`config.mk`:
```
export PLATFORM = sky130hd
export DESIGN_NAME = count_gen
export DESIGN_NICKNAME = d
export VERILOG_FILES = /design/src/rtl/count_gen.sv
export SDC_FILE = /design/constraint.sdc
export NUM_CORES = 1
export LEC_CHECK = 0
export ABC_AREA = 1
export BUFFER_PORTS_ARGS = -buffer_cell sky130_fd_sc_hd__buf_2
export CAP_MARGIN = 10
export CORE_MARGIN = 3
export CORE_UTILIZATION = 40
export DETAILED_ROUTE_END_ITERATION = 6
export PLACE_DENSITY = 0.66
export SLEW_MARGIN = 25
export SYNTH_ARGS = -nofsm -noshare
export SYNTH_HDL_FRONTEND = slang
export SYNTH_SLANG_ARGS = --single-unit
```
`constraint.sdc`:
```
create_clock -name clk -period 1.4 [get_ports clk]
set_input_delay 0 -clock clk [delete_from_list [all_inputs] [get_ports clk]]
set_output_delay 0 -clock clk [all_outputs]
set_load 0.01 [all_outputs]
```
`src/rtl/count_gen.sv`:
```
// Up-counting beat generator with a prevcount companion, driven out over valid/ready.
// Define COUNT_GEN_ERR_INJ_EN to enable deliberate sequence corruption through err_inj.
module count_gen #(
  parameter int unsigned WIDTH = 4,
  parameter int unsigned START = 0
) (
  input  logic             clk,
  input  logic             rst_n,
  input  logic             start,
  input  logic             stop,
  input  logic             clear,
  input  logic             ready,
  input  logic             err_inj,
  output logic             valid,
  output logic [WIDTH-1:0] count,
  output logic [WIDTH-1:0] prevcount,
  output logic             wrap,
  output logic             busy,
  output logic             err_flag
);

  localparam logic [1:0] IDLE     = 2'd0;
  localparam logic [1:0] RUN      = 2'd1;
  localparam logic [1:0] STOPPING = 2'd2;

  localparam logic [WIDTH-1:0] START_V = WIDTH'(START);
  localparam logic [WIDTH-1:0] PREV_V  = START_V - WIDTH'(1);
  localparam logic [WIDTH-1:0] ALL1    = '1;

  logic [1:0]       state_q, state_d;
  logic [WIDTH-1:0] count_q, count_d;
  logic [WIDTH-1:0] prev_q, prev_d;
  logic             valid_q, valid_d;
  logic             wrap_q, wrap_d;
  logic             busy_q, busy_d;
  logic             errf_q, errf_d;
  logic             xfer;
  logic             inj;

`ifdef COUNT_GEN_ERR_INJ_EN
  assign inj = err_inj;
`else
  logic unused_err_inj;
  assign unused_err_inj = err_inj;
  assign inj = 1'b0;
`endif

  // clear swallows a coincident handshake entirely, so the FSM holds as well
  assign xfer = valid_q & ready & ~clear;

  always_comb begin
    state_d = state_q;
    unique case (state_q)
      IDLE:     if (start) state_d = RUN;
      RUN:      if (stop)  state_d = xfer ? IDLE : STOPPING;
      STOPPING: if (xfer)  state_d = IDLE;
      default:  state_d = IDLE;
    endcase
  end

  always_comb begin
    count_d = count_q;
    prev_d  = prev_q;
    errf_d  = errf_q;
    if (clear) begin
      count_d = START_V;
      prev_d  = PREV_V;
      errf_d  = 1'b0;
    end else if (xfer) begin
      prev_d  = count_q;
      count_d = count_q + (inj ? WIDTH'(2) : WIDTH'(1));
      if (inj) errf_d = 1'b1;
    end
    wrap_d  = xfer && (count_q == ALL1);
    valid_d = (state_d != IDLE);
    busy_d  = (state_d != IDLE);
  end

  always_ff @(posedge clk or negedge rst_n) begin
    if (!rst_n) begin
      state_q <= IDLE;
      count_q <= START_V;
      prev_q  <= PREV_V;
      valid_q <= 1'b0;
      wrap_q  <= 1'b0;
      busy_q  <= 1'b0;
      errf_q  <= 1'b0;
    end else begin
      state_q <= state_d;
      count_q <= count_d;
      prev_q  <= prev_d;
      valid_q <= valid_d;
      wrap_q  <= wrap_d;
      busy_q  <= busy_d;
      errf_q  <= errf_d;
    end
  end

  assign valid     = valid_q;
  assign count     = count_q;
  assign prevcount = prev_q;
  assign wrap      = wrap_q;
  assign busy      = busy_q;
`ifdef COUNT_GEN_ERR_INJ_EN
  assign err_flag  = errf_q;
`else
  assign err_flag  = 1'b0;
`endif

endmodule

```
==> metrics.cfg <==
[yosys]
synthArstFlopShare_pct = 100
synth_area_sq_um = 541
syn_avg_cell_area_sq_um = 9.83
synth_most_common_cell = dfrtp_1
synthCells = 55
synth_cell_types = 20
yosys_warnings = 0
synth_area_leaders = dfrtp_1 (37%), dfstp_2 (19%), nor2_1 (4.9%), inv_1 (4.2%), nand2_1 (4.2%)
synthFlopType = dfrtp_1
synthTopCellsByCount = dfrtp_1 (8), nor2_1 (7), inv_1 (6), nand2_1 (6)
yosys.area.top_type = dfrtp_1
yosys.area.top_type_share_pct = 37.0
synthesis.nets = 63
ys_ff_latch = 12
seq_area_frac_synth_pct = 56.5
synth_edf_count = 0

[cells_and_area]
final_core_util_pct = 55.3
diodes = 0
drive_gt1_share_pct = 43.8
area_growth_pct = 21.3
fillers = 106
nNetsFinal = 83
fin_cells = 87

[power_and_ir_drop]
leakage_nw = 0.331
p_total_w = 0.00102
power_switching_share_pct = 34.3
pwr-share-comb_pct = 30.9
power_frac_seq_pct = 49.3
p_sw_w = 0.000351
p_int_w = 0.000672
clock_power_share_pct = 19.8
ir_worst_vdd_mv = 0.922
power_density_nw_per_um2 = 1560

[global_route]
antenna_found_initial = 0
grt_max_degree = 13
grt_pass1_vias = 415
grt_overflow = 0
grt_usage_pct = 12.4
grt_pass1_wl_microns = 1680

[floorplanning]
rows = 12
initial_utilization_pct = 45.6
num_io_pins = 19
core_sq_um = 1190
dieWidth_microns = 42.8
die_h_microns = 42.8
die-area_sq_um = 1830

[clock_tree]
cts_buffers = 3
clockRootBuffer = clkbuf_4
path_clk_slew_ns = 0.07
clock_latency_ns = 0.26
clkSinkCount = 12
cts_tree = built
ctsLongestPathBuffers = 2
cts.htree.levels = 1

[worst_setup_path]
cp_max_fo = 4
critPathKind = reg -> reg
crit_arrival_ns = 1.15
startpoint_type = flip-flop
cp.required_ns = 1.55
cp-end-kind = flip-flop

[place]
port_buffers = 16
dp.cells = 83
hpwl_microns = 746
gp_congestion = 0.728
dp_slack_ns = 0.413

[timing]
clock.fmax_mhz = 1000
rsz0062_at_grt = false
setup_viol = 0
finClkSkew_ns = 0.00104
post-route-min-period_ns = 0.998
setup_tns_ns = 0
layout_setup_ws_ns = 0.402
finalHoldViolCount = 0
period_share_pct = 71.3
drv_slew = 0

[detailed_routing]
via_per_inst = 4.74
remaining_drc_errors = 0
wl_microns = 973
ant_nets = 0
first_pass_iters = 4
wire_per_inst_microns = 11.2
drt_iter0_markers = 8
vias = 412

[run_status]
status = finished clean

[job]
maxCapViolations = 0

[hold_path]
holdCritPathClass = in -> reg

## state kept, by name, indices dropped and copies added (netlist names)
name       cells
count          4
state_q        2
prevcount      4
busy           1
wrap           1
## cell usage in the layout, fill, tap and decap left out
master and count:
dfrtp_1 8, clkbuf_4 3, nand2_1 6, conb_1 1
inv_1 6, ha_1 1, dfstp_2 4, xnor2_1 1
nand3_2 1, nor2_4 1, inv_2 2, dlygate4sd3_1 1
a21oi_1 4, nand3_1 2, o21ai_0 3, nand2_4 1
nand2_2 2, o22ai_2 1, nor2_2 1, o21a_1 1
nor2_1 7, buf_2 16
## metal layers
layer  global-route usage [%]  share of wire [%]  up-vias
met3                     2.54                5.1        2
li1                         -                  -      209
met2                     20.1                 49       13
met1                     14.0                 45      188
met4                     9.32               0.62        0
met5                        0                  0        -
## path summary, 6_finish.rpt
| path | start | endpoint | slack (ns) | cells past startpoint |
|---|---|---|---|---|
| max | count[1] | count[2] | 0.40 | 3 |
| min | start | state_q[0] | 0.01 | 3 |
| max reg2reg | count[1] | count[2] | 0.40 | 3 |
| min reg2reg | prevcount[2] | prevcount[2] | 0.50 | 2 |
| max in group asynchronous | rst_n | prevcount[1] | 1.00 | 2 |
| min in group asynchronous | rst_n | busy | 0.13 | 2 |
## repair_timing
action	CTS	global route
endpoints found under the hold margin	12	0
hold buffers	1	0
setup endpoints to repair	0	0
gates resized for setup	0	0
setup buffers	0	0
## cell families (layout without fill, tap and decap cells)
logic type,after synthesis,count (layout),synth area share (%)
simple gates,21,21,20.4
flops,12,12,56.5
buf+inv,10,28,8.33
compound gates,9,9,10.2
fa+ha+maj,1,1,2.31
other cells,1,1,0.694
xor+xnor,1,1,1.62
## worst max-delay path: stages, from the launching register on
cell     delay (ns)
dfrtp_1        0.41
ha_1           0.22
xnor2_1        0.19
o22ai_2        0.08
## metrics by stage
stage               hold WS (ns)  cell area, sq um
floorplan                 -0.296               541
global placement          -0.112               623
detailed placement        -0.109               623
CTS                      0.00609               656
global route              0.0254               656
finish                    0.0141               656
## power by group through the flow
stage | Clock [W] | Sequential (W) | Combinational (W)
after floorplan | 0 | 0.000537 | 0.000192
after global placement | 0 | 0.000506 | 0.000310
after detailed placement | 0 | 0.000512 | 0.000316
after CTS | 0.000211 | 0.000506 | 0.000323
after global routing | 0.000220 | 0.000518 | 0.000356
final | 0.000203 | 0.000504 | 0.000316
## cell type report
type | count | area (sq um) | area share (%)
repair buffers | 17 | 90.1 | 13.7
flip-flops and latches | 12 | 305 | 46.6
inverters | 8 | 30.0 | 4.58
multi-input cells | 33 | 190 | 29.0
well taps | 14 | 17.5 | 2.67
clock buffers | 3 | 22.5 | 3.44
Note: power is estimated with default switching activity, not from simulation.
